**config.mk**
```make
export PLATFORM = sky130hd
export DESIGN_NAME = elink_clk_seq
export DESIGN_NICKNAME = d
export VERILOG_FILES = /design/src/rtl/elink_clk_seq.sv
export SDC_FILE = /design/constraint.sdc
export NUM_CORES = 1
export LEC_CHECK = 0
export BUFFER_PORTS_ARGS = -buffer_cell sky130_fd_sc_hd__buf_4
export CAP_MARGIN = 20
export CORE_UTILIZATION = 50
export CTS_BUF_LIST = sky130_fd_sc_hd__clkbuf_4 sky130_fd_sc_hd__clkbuf_8
export DETAILED_ROUTE_END_ITERATION = 16
export GPL_TIMING_DRIVEN = 0
export PLACE_DENSITY = 0.73
export SETUP_SLACK_MARGIN = 0.02
export SYNTH_ARGS = -nofsm -noshare
export SYNTH_HDL_FRONTEND = slang
export SYNTH_SLANG_ARGS = --single-unit
```
**constraint.sdc**
```tcl
create_clock -name sys_clk -period 1.7 [get_ports sys_clk]
set_input_delay 0.34 -clock sys_clk [delete_from_list [all_inputs] [get_ports sys_clk]]
set_output_delay 0.34 -clock sys_clk [all_outputs]
set_load 0.1 [all_outputs]
```
**src/rtl/elink_clk_seq.sv**
```systemverilog
// Clock/reset sequencer for the elink TX side: PLL reset, chip reset and
// staggered per-channel release, with lock timeout/retry and lock-loss recovery.
`timescale 1ns/1ps
module elink_clk_seq #(
  parameter int RCW          = 8,
  parameter int NCH          = 2,
  parameter int LOCK_TIMEOUT = 16,
  parameter int MAX_RETRY    = 3,
  localparam int RTW = (MAX_RETRY + 1 > 2) ? $clog2(MAX_RETRY + 1) : 1
) (
  input  logic           sys_clk,
  input  logic           sys_nreset,
  input  logic           soft_reset,
  input  logic           pll_locked,
  input  logic [NCH-1:0] ch_enable,
  input  logic           clear_status,
  output logic           pll_reset,
  output logic           chip_nreset,
  output logic [NCH-1:0] tx_active,
  output logic [2:0]     state,
  output logic [RTW-1:0] retry_count,
  output logic           lock_err,
  output logic           lock_lost
);

  localparam int WCW = (LOCK_TIMEOUT > 1) ? $clog2(LOCK_TIMEOUT) : 1;
  localparam int RLW = $clog2(NCH + 1);

  localparam logic [2:0] ST_RESET_ALL      = 3'd0;
  localparam logic [2:0] ST_START_CLK      = 3'd1;
  localparam logic [2:0] ST_STOP_CLK       = 3'd2;
  localparam logic [2:0] ST_DEASSERT_RESET = 3'd3;
  localparam logic [2:0] ST_HOLD           = 3'd4;
  localparam logic [2:0] ST_ACTIVE         = 3'd5;
  localparam logic [2:0] ST_ERROR          = 3'd6;
  localparam logic [2:0] ST_RETRY          = 3'd7;

  logic [RCW-1:0] hb_cnt_q;
  logic [1:0]     sync_q;
  logic [2:0]     state_q, state_d;
  logic [WCW-1:0] wait_cnt_q, wait_cnt_d;
  logic [RLW-1:0] rel_cnt_q, rel_cnt_d;
  logic [RTW-1:0] retry_q, retry_d;
  logic [NCH-1:0] ch_en_q;
  logic           lock_err_q, lock_err_d;
  logic           lock_lost_q, lock_lost_d;
  logic           pll_reset_q, chip_nreset_q;
  logic [NCH-1:0] tx_active_q;

  logic           heartbeat_s;
  logic           locked_s;
  logic           err_set_s;
  logic           lost_set_s;
  logic           pll_rst_s;
  logic           chip_nrst_s;
  logic [NCH-1:0] ch_act_s;

  assign heartbeat_s = &hb_cnt_q;
  assign locked_s    = sync_q[1];

  // Sequencer next-state, lock-wait counter and retry bookkeeping
  always_comb begin
    state_d    = state_q;
    wait_cnt_d = wait_cnt_q;
    retry_d    = retry_q;
    err_set_s  = 1'b0;
    lost_set_s = 1'b0;
    if (heartbeat_s) begin
      if (soft_reset && (state_q != ST_RESET_ALL)) begin
        state_d = ST_RESET_ALL;
      end else begin
        case (state_q)
          ST_RESET_ALL: begin
            if (!soft_reset) begin
              state_d = ST_START_CLK;
              retry_d = '0;
            end else begin
              state_d = ST_RESET_ALL;
            end
          end
          ST_START_CLK, ST_HOLD: begin
            if (locked_s) begin
              state_d = (state_q == ST_START_CLK) ? ST_STOP_CLK : ST_ACTIVE;
            end else if (wait_cnt_q == WCW'(LOCK_TIMEOUT - 1)) begin
              if (retry_q == RTW'(MAX_RETRY)) begin
                state_d   = ST_ERROR;
                err_set_s = 1'b1;
              end else begin
                state_d = ST_RETRY;
                retry_d = retry_q + RTW'(1);
              end
            end else begin
              wait_cnt_d = wait_cnt_q + WCW'(1);
            end
          end
          ST_RETRY:          state_d = ST_START_CLK;
          ST_STOP_CLK:       state_d = ST_DEASSERT_RESET;
          ST_DEASSERT_RESET: state_d = ST_HOLD;
          ST_ACTIVE: begin
            if (!locked_s) begin
              state_d    = ST_RESET_ALL;
              lost_set_s = 1'b1;
            end else begin
              state_d = ST_ACTIVE;
            end
          end
          ST_ERROR:          state_d = ST_ERROR;
          default:           state_d = ST_RESET_ALL;
        endcase
      end
      // Every state gets a fresh timeout window
      if (state_d != state_q) begin
        wait_cnt_d = '0;
      end else begin
        wait_cnt_d = wait_cnt_d;
      end
    end else begin
      state_d = state_q;
    end
  end

  // Channel release counter, sticky status and output decode
  always_comb begin
    rel_cnt_d = rel_cnt_q;
    if (state_q != ST_ACTIVE) begin
      rel_cnt_d = '0;
    end else if (heartbeat_s && (rel_cnt_q != RLW'(NCH))) begin
      rel_cnt_d = rel_cnt_q + RLW'(1);
    end else begin
      rel_cnt_d = rel_cnt_q;
    end

    if (err_set_s) begin
      lock_err_d = 1'b1;
    end else if (clear_status) begin
      lock_err_d = 1'b0;
    end else begin
      lock_err_d = lock_err_q;
    end

    if (lost_set_s) begin
      lock_lost_d = 1'b1;
    end else if (clear_status) begin
      lock_lost_d = 1'b0;
    end else begin
      lock_lost_d = lock_lost_q;
    end

    case (state_q)
      ST_RESET_ALL, ST_STOP_CLK, ST_DEASSERT_RESET, ST_RETRY, ST_ERROR: pll_rst_s = 1'b1;
      default:                                                          pll_rst_s = 1'b0;
    endcase

    case (state_q)
      ST_DEASSERT_RESET, ST_HOLD, ST_ACTIVE: chip_nrst_s = 1'b1;
      default:                               chip_nrst_s = 1'b0;
    endcase

    for (int i = 0; i < NCH; i++) begin
      ch_act_s[i] = (state_q == ST_ACTIVE) && ch_en_q[i] && (rel_cnt_q > RLW'(i));
    end
  end

  // All sequential state; every output is taken from a flop
  always_ff @(posedge sys_clk or negedge sys_nreset) begin
    if (!sys_nreset) begin
      hb_cnt_q      <= '0;
      sync_q        <= 2'b00;
      state_q       <= ST_RESET_ALL;
      wait_cnt_q    <= '0;
      rel_cnt_q     <= '0;
      retry_q       <= '0;
      ch_en_q       <= '0;
      lock_err_q    <= 1'b0;
      lock_lost_q   <= 1'b0;
      pll_reset_q   <= 1'b1;
      chip_nreset_q <= 1'b0;
      tx_active_q   <= '0;
    end else begin
      hb_cnt_q      <= hb_cnt_q + RCW'(1);
      sync_q        <= {sync_q[0], pll_locked};
      state_q       <= state_d;
      wait_cnt_q    <= wait_cnt_d;
      rel_cnt_q     <= rel_cnt_d;
      retry_q       <= retry_d;
      ch_en_q       <= ch_enable;
      lock_err_q    <= lock_err_d;
      lock_lost_q   <= lock_lost_d;
      pll_reset_q   <= pll_rst_s;
      chip_nreset_q <= chip_nrst_s;
      tx_active_q   <= ch_act_s;
    end
  end

  assign pll_reset   = pll_reset_q;
  assign chip_nreset = chip_nreset_q;
  assign tx_active   = tx_active_q;
  assign state       = state_q;
  assign retry_count = retry_q;
  assign lock_err    = lock_err_q;
  assign lock_lost   = lock_lost_q;

endmodule

```
### Word level (Yosys, flattened, before mapping)

Cells that the tools add are included.
W data, S select, Z words.

| word-level totals | value |
|---|---|
| register bits after elaboration | 29 |
| output and inout port bits | 11 |
| input port bits | 7 |

| operators by class | value |
|---|---|
| eq/ne operators | 19 |
| add/sub/neg operators | 4 |
| $lt $le $gt $ge | 2 |
| multiplexer cells | 36 |
| bitwise gates (word level) | 1 |
| reduce and logical (&&, ||, !) cells | 19 |

Operator list:

| cell | count |
|---|---|
| $pmux W3 S7 | 1 |
| $mux W4 | 5 |
| $mux W3 | 6 |
| $mux W1 | 17 |
| $reduce_and A14 Y1 | 1 |
| $eq A3 B3 Y1 const B | 4 |
| $mux W2 | 6 |
| $reduce_and A12 Y1 | 1 |
| $ne A2 B2 Y1 const B | 5 |
| $reduce_bool A2 Y1 | 5 |
| $add A8 B1 Y8 const B | 1 |
| $reduce_and A8 Y1 | 1 |
| $eq A3 B2 Y1 const B | 2 |
| $logic_and A1 B1 Y1 | 6 |
| $ne A2 B1 Y1 const B | 3 |
| $reduce_or A5 Y1 | 1 |
| $add A2 B1 Y2 const B | 2 |
| $add A4 B1 Y4 const B | 1 |
| $eq A4 B4 Y1 const B | 1 |
| $gt A2 B1 Y1 const B | 2 |
| $pmux W2 S2 | 1 |
| $eq A3 B1 Y1 const B | 1 |
| $logic_not A3 Y1 | 1 |
| $ne A3 B3 Y1 | 1 |
| 6 further kinds | 6 |

### Depth between registers and ports, before layout

Gate-level depths: netlist of run 1.

| depth | value |
|---|---|
| word-level depth | 10 |
| mapped depth | 8 |
| mapped depth without buffers | 6 |

### Worst setup path before layout of run 1

OpenSTA, ideal clock, no wires.

| path | value |
|---|---|
| path kind | register -> register |
| start | register state_q[1] (netlist: state[1]) |
| end | register state_q[0] (netlist: state[0]) |
| library setup time | 0.121 ns |
| period minus slack after synthesis | 2.436 ns |
| stages on the path, launching flop included | 6 |
| buffers on the path | 1 |
| arrival time | 2.315 ns |
| slack | -0.736 ns |
| cell sequence | dfrtp_1 clkbuf_8 and2b_2 a21o_2 or4_1 a22o_1 |

| on the way | value |
|---|---|
| word-level cells in the longest chain between the ends | 6 |
| elaborated cells on any way between the ends | 16 |

Ends and longest elaborated chain:

| element | RTL line | text |
|---|---|---|
| from (decl) | 40 | `logic [2:0] state_q, state_d;` |
| from (signal assigned) | 182 | `state_q <= state_d;` |
| $eq A3 B1 Y1 | 72, 83 |  |
| $mux W3 | 83 | `state_d = (state_q == ST_START_CLK) ? ST_STOP_CLK : ST_ACTIVE;` |
| $mux W3 | 82 | `if (locked_s) begin` |
| $pmux W3 S7 | 72 | `case (state_q)` |
| $mux W3 (*) | 69 | `if (soft_reset && (state_q != ST_RESET_ALL)) begin` |
| $mux W3 (*) | 68 | `if (heartbeat_s) begin` |

Mark *: on every way between the ends. The rest lies on a longest branch, timed or not. The select of a mux whose other input is x is not followed.
A chain may end at the register's enable or synchronous reset.

### Final worst setup path of run 1

| path | value |
|---|---|
| start | register wait_cnt_q[1] |
| end | register state_q[0] (netlist: state[0]) |

| on the way | value |
|---|---|
| word-level cells in the longest chain between the ends | 6 |

Ends and longest elaborated chain:

| element | RTL line | text |
|---|---|---|
| from (decl) | 41 | `logic [WCW-1:0] wait_cnt_q, wait_cnt_d;` |
| from (signal assigned) | 183 | `wait_cnt_q <= wait_cnt_d;` |
| $eq A4 B4 Y1 | 84 | `end else if (wait_cnt_q == WCW'(LOCK_TIMEOUT - 1)) begin` |
| $mux W3 | 84 |  |
| $mux W3 | 82 |  |
| $pmux W3 S7 | 72 |  |
| $mux W3 | 69 |  |
| $mux W3 | 68 |  |

No other way between the ends. The select of a mux whose other input is x is not followed.

==> results of run 1 <==
power breakdown:
part           switching, W  leakage, nW  internal (W)
combinational     0.0000362        0.456     0.0000288
clock              0.000217       0.0394      0.000236
sequential       0.00000131        0.358      0.000694
total              0.000254        0.853      0.000958
per-layer routing:
metal | routed length, um | global-route usage, %
met1 | 1350 | 25.8
met5 | 0 | 0
met4 | 80 | 12.2
met3 | 147 | 5.67
met2 | 1540 | 34.2
layout make-up:
class | count | area, um^2 | share of cell area (%)
well taps | 31 | 38.8 | 1.97
multi-input cells | 99 | 823 | 41.9
flip-flops and latches | 29 | 744 | 37.8
plain buffers | 6 | 62.6 | 3.18
inverters | 7 | 26.3 | 1.34
clock buffers | 8 | 66.3 | 3.37
repair buffers | 27 | 205 | 10.4
timing repair:
item                       in CTS  in global routing
setup endpoints to repair       7                  7
pin swaps                       6                  3
hold buffers                    1                  0
hold endpoints to repair       28                  0
gates resized for setup        12                  3
buffers inserted               10                  0
cells in the final DEF (no fill, tap or decap), types with 3 or more instances in the layout:
cell type,Yosys,final
nor2_1,12,12
buf_4,2,27
nand3_1,7,7
dfrtp_4,0,4
o21ai_0,4,4
clkbuf_8,3,3
xnor2_1,5,5
nor3b_1,3,3
nor3_1,5,3
a22o_1,3,3
ha_1,6,4
nand4_1,4,4
inv_1,7,7
nor2b_1,3,3
nand2_1,6,6
xor2_1,4,4
dfrtp_1,28,22
clkbuf_4,0,7
a21oi_1,3,3
cells by family after synthesis:
| logic type | count (synthesis) |
|---|---|
| xor gates and xnor gates | 9 |
| DFF | 29 |
| AOI/OAI and AO/OA | 23 |
| muxes | 5 |
| buffers and inverters | 15 |
| adders and majority gates | 6 |
| and+or+nand+nor | 56 |
sequential cells by signal (all words and copies together), names as in the netlist:
| register | count |
|---|---|
| lock_lost | 1 |
| ch_en_q | 2 |
| lock_err | 1 |
| pll_reset | 1 |
| rel_cnt_q | 2 |
| tx_active | 2 |
| retry_count | 2 |
| hb_cnt_q | 8 |
| state | 3 |
| sync_q | 2 |
| wait_cnt_q | 4 |
| chip_nreset | 1 |
how the worst max path moves through the flow:
stage / startpoint / endpoint / slack (ns) / depth (start not counted)
floorplan: state[1] / state[0] / -0.29 / 5
global placement: wait_cnt_q[0] / state[0] / -0.28 / 5
detailed placement: wait_cnt_q[0] / state[0] / -0.32 / 5
CTS: wait_cnt_q[1] / state[0] / -0.09 / 5
global route: wait_cnt_q[1] / wait_cnt_q[0] / -0.13 / 6
finish: wait_cnt_q[1] / state[0] / -0.1 / 5
worst max-delay path, delay by kind of cell (launching register included):
kind | cells | cell delay (ns)
flip-flops | 1 | 0.42
adder cells (fa/ha/maj) | 1 | 0.19
AO/OA/AOI/OAI | 1 | 0.19
AND/OR/NAND/NOR | 2 | 0.56
multiplexers | 1 | 0.32
per-stage QoR:
stage / hold WS (ns) / power (W) / util [%] / cell area [um^2]
2_1_floorplan: 0.0444 / 0.000737 / - / 1600
3_3_place_gp: 0.277 / 0.000763 / 61.6 / 1760
3_5_place_dp: 0.277 / 0.000764 / 61.6 / 1760
4_1_cts: 0.105 / 0.00123 / 68.4 / 1950
5_1_grt: 0.0975 / 0.00127 / 68.9 / 1970
6_report: 0.115 / 0.00121 / 68.9 / 1970
==> reports/results.ini, run 1 <==
[floorplanning]
die_area_um2 = 3320
row_count = 19
ios = 18
core_area_um2 = 2850
die_w_um = 57.6
initial_core_util_pct = 54.2
dieHeight_um = 57.6

[timing]
final-hold-violation-count = 0
setup_tns_ns = -0.341
slew_headroom_pct = 70.6
setup_ws_ns = -0.0957
rsz0062_at_grt = true
maxSlewViolCount = 0
worst_pin_slew_ns = 0.437
fmax_mhz = 557
finalCriticalPeriod_ns = 1.80
period_share_pct = 106
skew_ns = 0.00936
setup_viol = 7

[logic_synthesis]
async_flop_share_pct = 100
syn-cell-area_um2 = 1550
synthTopCellsByCount = 28 x dfrtp_1, 12 x nor2_1, 7 x inv_1, 7 x nand3_1
synth_simple_gate_area_share_pct = 20.6
synth_mux_area_share_pct = 3.72
yosys.area.top_type = dfrtp_1
synth_area_leaders = dfrtp_1 45%, ha_1 4.9%, nor2_1 2.9%
synth_compound_area_share_pct = 11.9
synth_nets = 156
synth.most_common_cell = dfrtp_1
synth_seq_area_share_pct = 47.0
ys_ff_latch = 29
avgSynthCellArea_um2 = 10.8
synth_flop_cell = dfrtp_1
synthCells = 143
synthDistinctLibCells = 45
synth_top_area_share_pct = 45.3
synthXorXnorAreaFrac_pct = 5.10
yosys.area_share.adder_pct = 4.86
synth_top_family_by_area = simple AND/OR/NAND/NOR gates
ys_warn_count = 0
synth_edf_count = 0

[worst_setup_path]
worstSetupPathType = reg2reg
r2r_cells = 5
crit_arrival_ns = 2.00
critical_path.startpoint_type = flop
r2r-end = state[0]
crit_chain = ha_4 > nand3_4 > mux2_4 > or4_4 > a22o_1
r2r_slack_ns = -0.1
r2r_start = wait_cnt_q[1]
critical-path-max-stage-delay_ns = 0.47
worst_setup_path_end_kind = flop
cp.required_ns = 1.91
crit_fanout = 2
slowest_stage = or4_4

[route]
drt-total-wl_um = 3110
routedWlPerCell_um = 15.0
first_pass_iters = 10
drc = 1
vias_per_cell = 5.71
routed-via-count = 1183
postRouteAntennaNets = 0
initialDrtViolationCount = 43

[clock_tree]
clkSinkCount = 29
htreeDepth = 2
cts_root_buf = clkbuf_4
cts_max_path_buffers = 2
clk_pin_slew_ns = 0.09
worstSkewPairLatency_ns = 0.32
cts_buffers = 5
cts_tree = done

[placement]
dp_hpwl_um = 2130
globalplace.congestion = 0.863
portBuffers = 16
placed_cells = 190
pre_cts_slack_ns = -0.319

[hold_path]
hold_path.class = in2reg
min_path_cells = 1
hold_end = ch_en_q[1]
min_from = ch_enable[1]

[final_layout]
fillers = 225
syn2layout_area_growth_pct = 27.3
finalNonFillerCells = 207
nNetsFinal = 188
num_antenna_cells = 0
drive_gt1_share_pct = 40.3

[pwr]
power.leakage_nw = 0.853
vdd_ir_drop_max_uv = 488
powerDensity_nw_per_um2 = 616

[global_routing]
track_usage_pct = 21.3
grt_pass1_vias = 1155
grt_first_pass_wirelength_um = 5170
gr-total-overflow = 0
antenna_found_initial = 0
grt_max_degree = 30

[outcome]
status = complete, but fails checks
violations = design-rule violations, negative setup slack

[run]
cap_violations = 0

Note: power is estimated with default switching activity, not from simulation.
==> run 2: changes to the inputs <==
- CAP_MARGIN: 20 -> not set
- RECOVER_POWER: not set -> 50
==> reports/results.ini, run 2 (synthesis results as in run 1) <==
[outcome]
status = complete, but fails checks
violations = design-rule violations, negative setup slack

[timing]
rsz0062_at_grt = true
setup_viol = 7  ; unchanged
final-hold-violation-count = 0  ; unchanged
maxSlewViolCount = 0  ; unchanged
fin_hold_ws_ns = 0.137  ; +0.0221 ns
skew_ns = 0.00933  ; -0.0000271 ns
setup_ws_ns = -0.0957  ; unchanged
period_share_pct = 106  ; unchanged
worst_pin_slew_ns = 0.688  ; +0.251 ns
finalCriticalPeriod_ns = 1.80  ; unchanged
fmax_mhz = 557  ; unchanged
slew_headroom_pct = 54.1  ; -16 points

[worst_setup_path]
critical_path.startpoint_type = flop
crit_arrival_ns = 2.00  ; about the same
worstSetupPathType = reg2reg
worst_setup_path_end_kind = flop
crit_fanout = 2  ; unchanged
cp.required_ns = 1.91  ; about the same

[pwr]
power.leakage_nw = 0.849  ; -0.50%
seq_power_share_pct = 57.4  ; about the same
power_switching_w = 0.000254  ; about the same
powerDensity_nw_per_um2 = 618  ; +0.23%
p_int_w = 0.000957  ; -0.12%
p_comb_share_pct = 5.3  ; about the same
vdd_ir_drop_max_uv = 488  ; about the same
power.share.clock_pct = 37.3  ; about the same
p_sw_share_pct = 21.0  ; +0.026 points

[placement]
placed_cells = 190  ; unchanged
portBuffers = 16  ; unchanged
globalplace.congestion = 0.863  ; unchanged
dp_hpwl_um = 2130  ; unchanged

[global_routing]
track_usage_pct = 21.3  ; unchanged
grt_max_degree = 30  ; unchanged
grt_first_pass_wirelength_um = 5170  ; unchanged
gr-total-overflow = 0  ; unchanged
grt_pass1_vias = 1155  ; unchanged
antenna_found_initial = 0  ; unchanged

[clock_tree]
cts_root_buf = clkbuf_4
worstSkewPairLatency_ns = 0.32  ; about the same
cts_buffers = 5  ; unchanged
cts_tree = done
htreeDepth = 2  ; unchanged
cts_max_path_buffers = 2  ; unchanged
clk_pin_slew_ns = 0.09  ; about the same
clkSinkCount = 29  ; unchanged

[route]
postRouteAntennaNets = 0  ; unchanged
vias_per_cell = 5.72  ; about the same
drc = 1  ; unchanged
routed-via-count = 1184  ; +0.085%
drt-total-wl_um = 3110  ; about the same
routedWlPerCell_um = 15.0  ; about the same
first_pass_iters = 10  ; unchanged
initialDrtViolationCount = 43  ; unchanged

[floorplanning]
ios = 18  ; unchanged
dieHeight_um = 57.6  ; unchanged
die_w_um = 57.6  ; unchanged
initial_core_util_pct = 54.2  ; unchanged
core_area_um2 = 2850  ; unchanged
row_count = 19  ; unchanged
die_area_um2 = 3320  ; unchanged

[final_layout]
num_antenna_cells = 0  ; unchanged
largest_register = hb_cnt_q
largest_reg_flops = 8  ; unchanged
finalNonFillerCells = 207  ; unchanged
syn2layout_area_growth_pct = 26.9
drive_gt1_share_pct = 39.8  ; -0.57 points
final_cell_mix = 22 x buf_4, 22 x dfrtp_1, 12 x nor2_1, 10 x clkbuf_4
nNetsFinal = 188  ; unchanged

[run]
cap_violations = 0  ; unchanged

[hold_path]
hold_path.class = in2reg

[run 2: path summary, 6_finish.rpt]
path / start / endpoint / slack [ns] / cells after the start
max in group asynchronous: sys_nreset / state[0] / 0.59 / 2
hold reg to reg: sync_q[0] / sync_q[1] / 0.37 / 0
min in group asynchronous: sys_nreset / tx_active[0] / 0.59 / 2
setup reg to reg: wait_cnt_q[1] / state[0] / -0.1 / 5
setup / recovery: wait_cnt_q[1] / state[0] / -0.1 / 5
hold / removal: ch_enable[1] / ch_en_q[1] / 0.14 / 1
[run 2: timing repair]
action,in CTS,in global routing
gates cloned,0,0
pin swaps,6,3
gates resized for setup,12,3
buffers inserted,10,0
hold endpoints to repair,28,0
setup endpoints to repair,7,7
hold buffers,1,0
[run 2: routing by layer]
metal,share of wire (%),wire (um),track usage (%),vias to the layer above
li1,-,-,-,578
met3,4.7,147,5.67,12
met5,0,0,0,-
met4,2.6,80,12.2,0
met2,49,1530,34.2,37
met1,44,1360,25.8,557
[run 2: final cells by class]
cell class | instances | area [um^2]
fill | 228 | 892
multi-input combinational | 99 | 823
sequential | 29 | 744
timing repair buffer | 27 | 199
clock buffer | 8 | 66.3
buffer | 6 | 62.6
tap | 31 | 38.8
inverter | 7 | 26.3
[run 2: worst max-delay path, cell delays in order, from the launching register on]
cell and delay (ns):
dfrtp_1 0.42, ha_4 0.19, nand3_4 0.09, mux2_4 0.32, or4_4 0.47, a22o_1 0.19
[run 2: metrics by stage]
stage | instance area (um^2) | TNS (ns) | total power (W) | util [%] | worst slack [ns]
6_report | 1960 | -0.341 | 0.00121 | 68.7 | -0.0957
5_1_grt | 1960 | -0.681 | 0.00127 | 68.7 | -0.127
4_1_cts | 1950 | -0.140 | 0.00123 | 68.4 | -0.0925
3_5_place_dp | 1760 | -1.66 | 0.000764 | 61.6 | -0.319
3_3_place_gp | 1760 | -1.29 | 0.000763 | 61.6 | -0.276
2_1_floorplan | 1600 | -0.826 | 0.000737 | - | -0.294
[run 2: power by group through the flow]
stage,clock network [W],logic (W),registers [W]
after floorplan,0,0.0000280,0.000709
final,0.000452,0.0000639,0.000695
after CTS,0.000466,0.0000646,0.000695
after detailed placement,0,0.0000549,0.000709
after global placement,0,0.0000540,0.000709
after global routing,0.000500,0.0000701,0.000696
==> run 3: changes to the inputs <==
- TNS_END_PERCENT: not set -> 50
==> reports/results.ini, run 3 (synthesis results as in run 1) <==
[outcome]
status = complete, but fails checks
violations = design-rule violations, negative setup slack

[worst_setup_path]
crit_fanout = 2  ; unchanged
crit_chain = ha_4 > nand3_4 > mux2_4 > or4_1 > a22o_1
slowest_stage = or4_1
cp.required_ns = 1.92  ; about the same
critical-path-max-stage-delay_ns = 0.47  ; about the same
worstSetupPathType = reg2reg
worst_setup_path_end_kind = flop
crit_arrival_ns = 1.99  ; about the same
crit_buf_inv = 0  ; unchanged
path_delay_family = simple AND/OR/NAND/NOR gates
critical_path.startpoint_type = flop

[final_layout]
final_cell_mix = 24 x buf_4, 22 x dfrtp_1, 12 x nor2_1, 8 x clkbuf_4
num_antenna_cells = 0  ; unchanged
nNetsFinal = 189  ; +0.53%
final_common_cell = buf_4
final_util_pct = 68.2  ; -0.48 points
syn2layout_area_growth_pct = 26.0
largest_reg_flops = 8  ; unchanged
drive_gt1_share_pct = 39.0  ; -0.79 points
largest_register = hb_cnt_q

[placement]
globalplace.congestion = 0.840  ; -2.7%
portBuffers = 16  ; unchanged
dp_hpwl_um = 2100  ; -1.4%
pre_cts_slack_ns = -0.366  ; -0.0472 ns

[route]
first_pass_iters = 10  ; unchanged
initialDrtViolationCount = 26  ; -40%
routedWlPerCell_um = 15.4  ; +2.4%
postRouteAntennaNets = 0  ; unchanged
drt-total-wl_um = 3200  ; +2.9%
drc = 1  ; unchanged
vias_per_cell = 5.76  ; +0.70%
routed-via-count = 1198  ; +1.2%

[clock_tree]
cts_max_path_buffers = 2  ; unchanged
cts_root_buf = clkbuf_4
clk_pin_slew_ns = 0.10  ; about the same
clkSinkCount = 29  ; unchanged
cts_buffers = 5  ; unchanged
cts_tree = done
htreeDepth = 2  ; unchanged
worstSkewPairLatency_ns = 0.32  ; about the same

[global_routing]
track_usage_pct = 21.5  ; +0.25 points
grt_first_pass_wirelength_um = 5400  ; +4.5%
antenna_found_initial = 0  ; unchanged
gr-total-overflow = 0  ; unchanged
grt_pass1_vias = 1248  ; +8.1%
grt_max_degree = 30  ; unchanged

[timing]
final-hold-violation-count = 0  ; unchanged
skew_ns = 0.00799  ; -0.00134 ns
finalCriticalPeriod_ns = 1.77  ; -0.0223 ns
period_share_pct = 104  ; -1.3 points
setup_ws_ns = -0.0734  ; +0.0223 ns
worst_pin_slew_ns = 0.703  ; +0.0154 ns
setup_viol = 5  ; -2
slew_headroom_pct = 53.1  ; -1.0 points
rsz0062_at_grt = true
fmax_mhz = 564  ; +1.3%
setup_tns_ns = -0.237  ; +0.105 ns
maxSlewViolCount = 0  ; unchanged

[floorplanning]
dieHeight_um = 57.6  ; unchanged
initial_core_util_pct = 54.2  ; unchanged
ios = 18  ; unchanged
core_area_um2 = 2850  ; unchanged
row_count = 19  ; unchanged
die_w_um = 57.6  ; unchanged
die_area_um2 = 3320  ; unchanged

[run]
cap_violations = 0  ; unchanged

[pwr]
power.leakage_nw = 0.849  ; about the same
powerDensity_nw_per_um2 = 616  ; -0.27%
vdd_ir_drop_max_uv = 496  ; +1.6%

[hold_path]
hold_path.class = in2reg

run 3: layer usage:
layer	vias to the layer above	wire length (um)	global-route usage, %
li1	579	-	-
met1	589	1360	25.3
met2	26	1700	38.2
met3	4	116	5.44
met4	0	27	6.97
met5	-	0	0
run 3: area by class of cell:
type                    instances  area (um^2)
clock inverters                 2         13.8
well taps                      31         38.8
flip-flops and latches         29          744
inverters                       7         26.3
multi-input cells              99          807
clock buffers                   6         51.3
plain buffers                   5         51.3
repair buffers                 29          214
fillers                       222          906
run 3: per-stage QoR:
step	hold slack, ns	total power [W]	area (um^2)	cells
floorplan	0.0444	0.000737	1590	143
global placement	0.276	0.000763	1750	190
detailed placement	0.277	0.000764	1750	190
CTS	0.104	0.00121	1930	205
global route	0.110	0.00125	1950	208
finish	0.139	0.00120	1950	208
run 3: power breakdown:
group	internal (W)	switching [W]	leakage [nW]	total (W)
logic	0.0000239	0.0000346	0.454	0.0000585
registers	0.000694	0.00000266	0.358	0.000697
clock network	0.000201	0.000243	0.0382	0.000444
total	0.000919	0.000280	0.849	0.00120
run 3: timing repair:
action | CTS | global route
pin swaps | 6 | 6
resized for setup | 12 | 1
hold endpoints to repair | 28 | 0
hold buffers | 1 | 0
setup buffers | 8 | 4
setup endpoints to repair | 8 | 10
run 3: worst paths after layout:
path / startpoint / depth (start not counted) / slack [ns] / to
worst max-delay path: wait_cnt_q[0] / 5 / -0.07 / state[0]
worst min-delay path: ch_enable[0] / 1 / 0.14 / ch_en_q[0]
worst max register to register: wait_cnt_q[0] / 5 / -0.07 / state[0]
worst min register to register: sync_q[0] / 0 / 0.37 / sync_q[1]
max in group asynchronous: sys_nreset / 2 / 0.58 / retry_count[1]
min in group asynchronous: sys_nreset / 2 / 0.58 / ch_en_q[0]
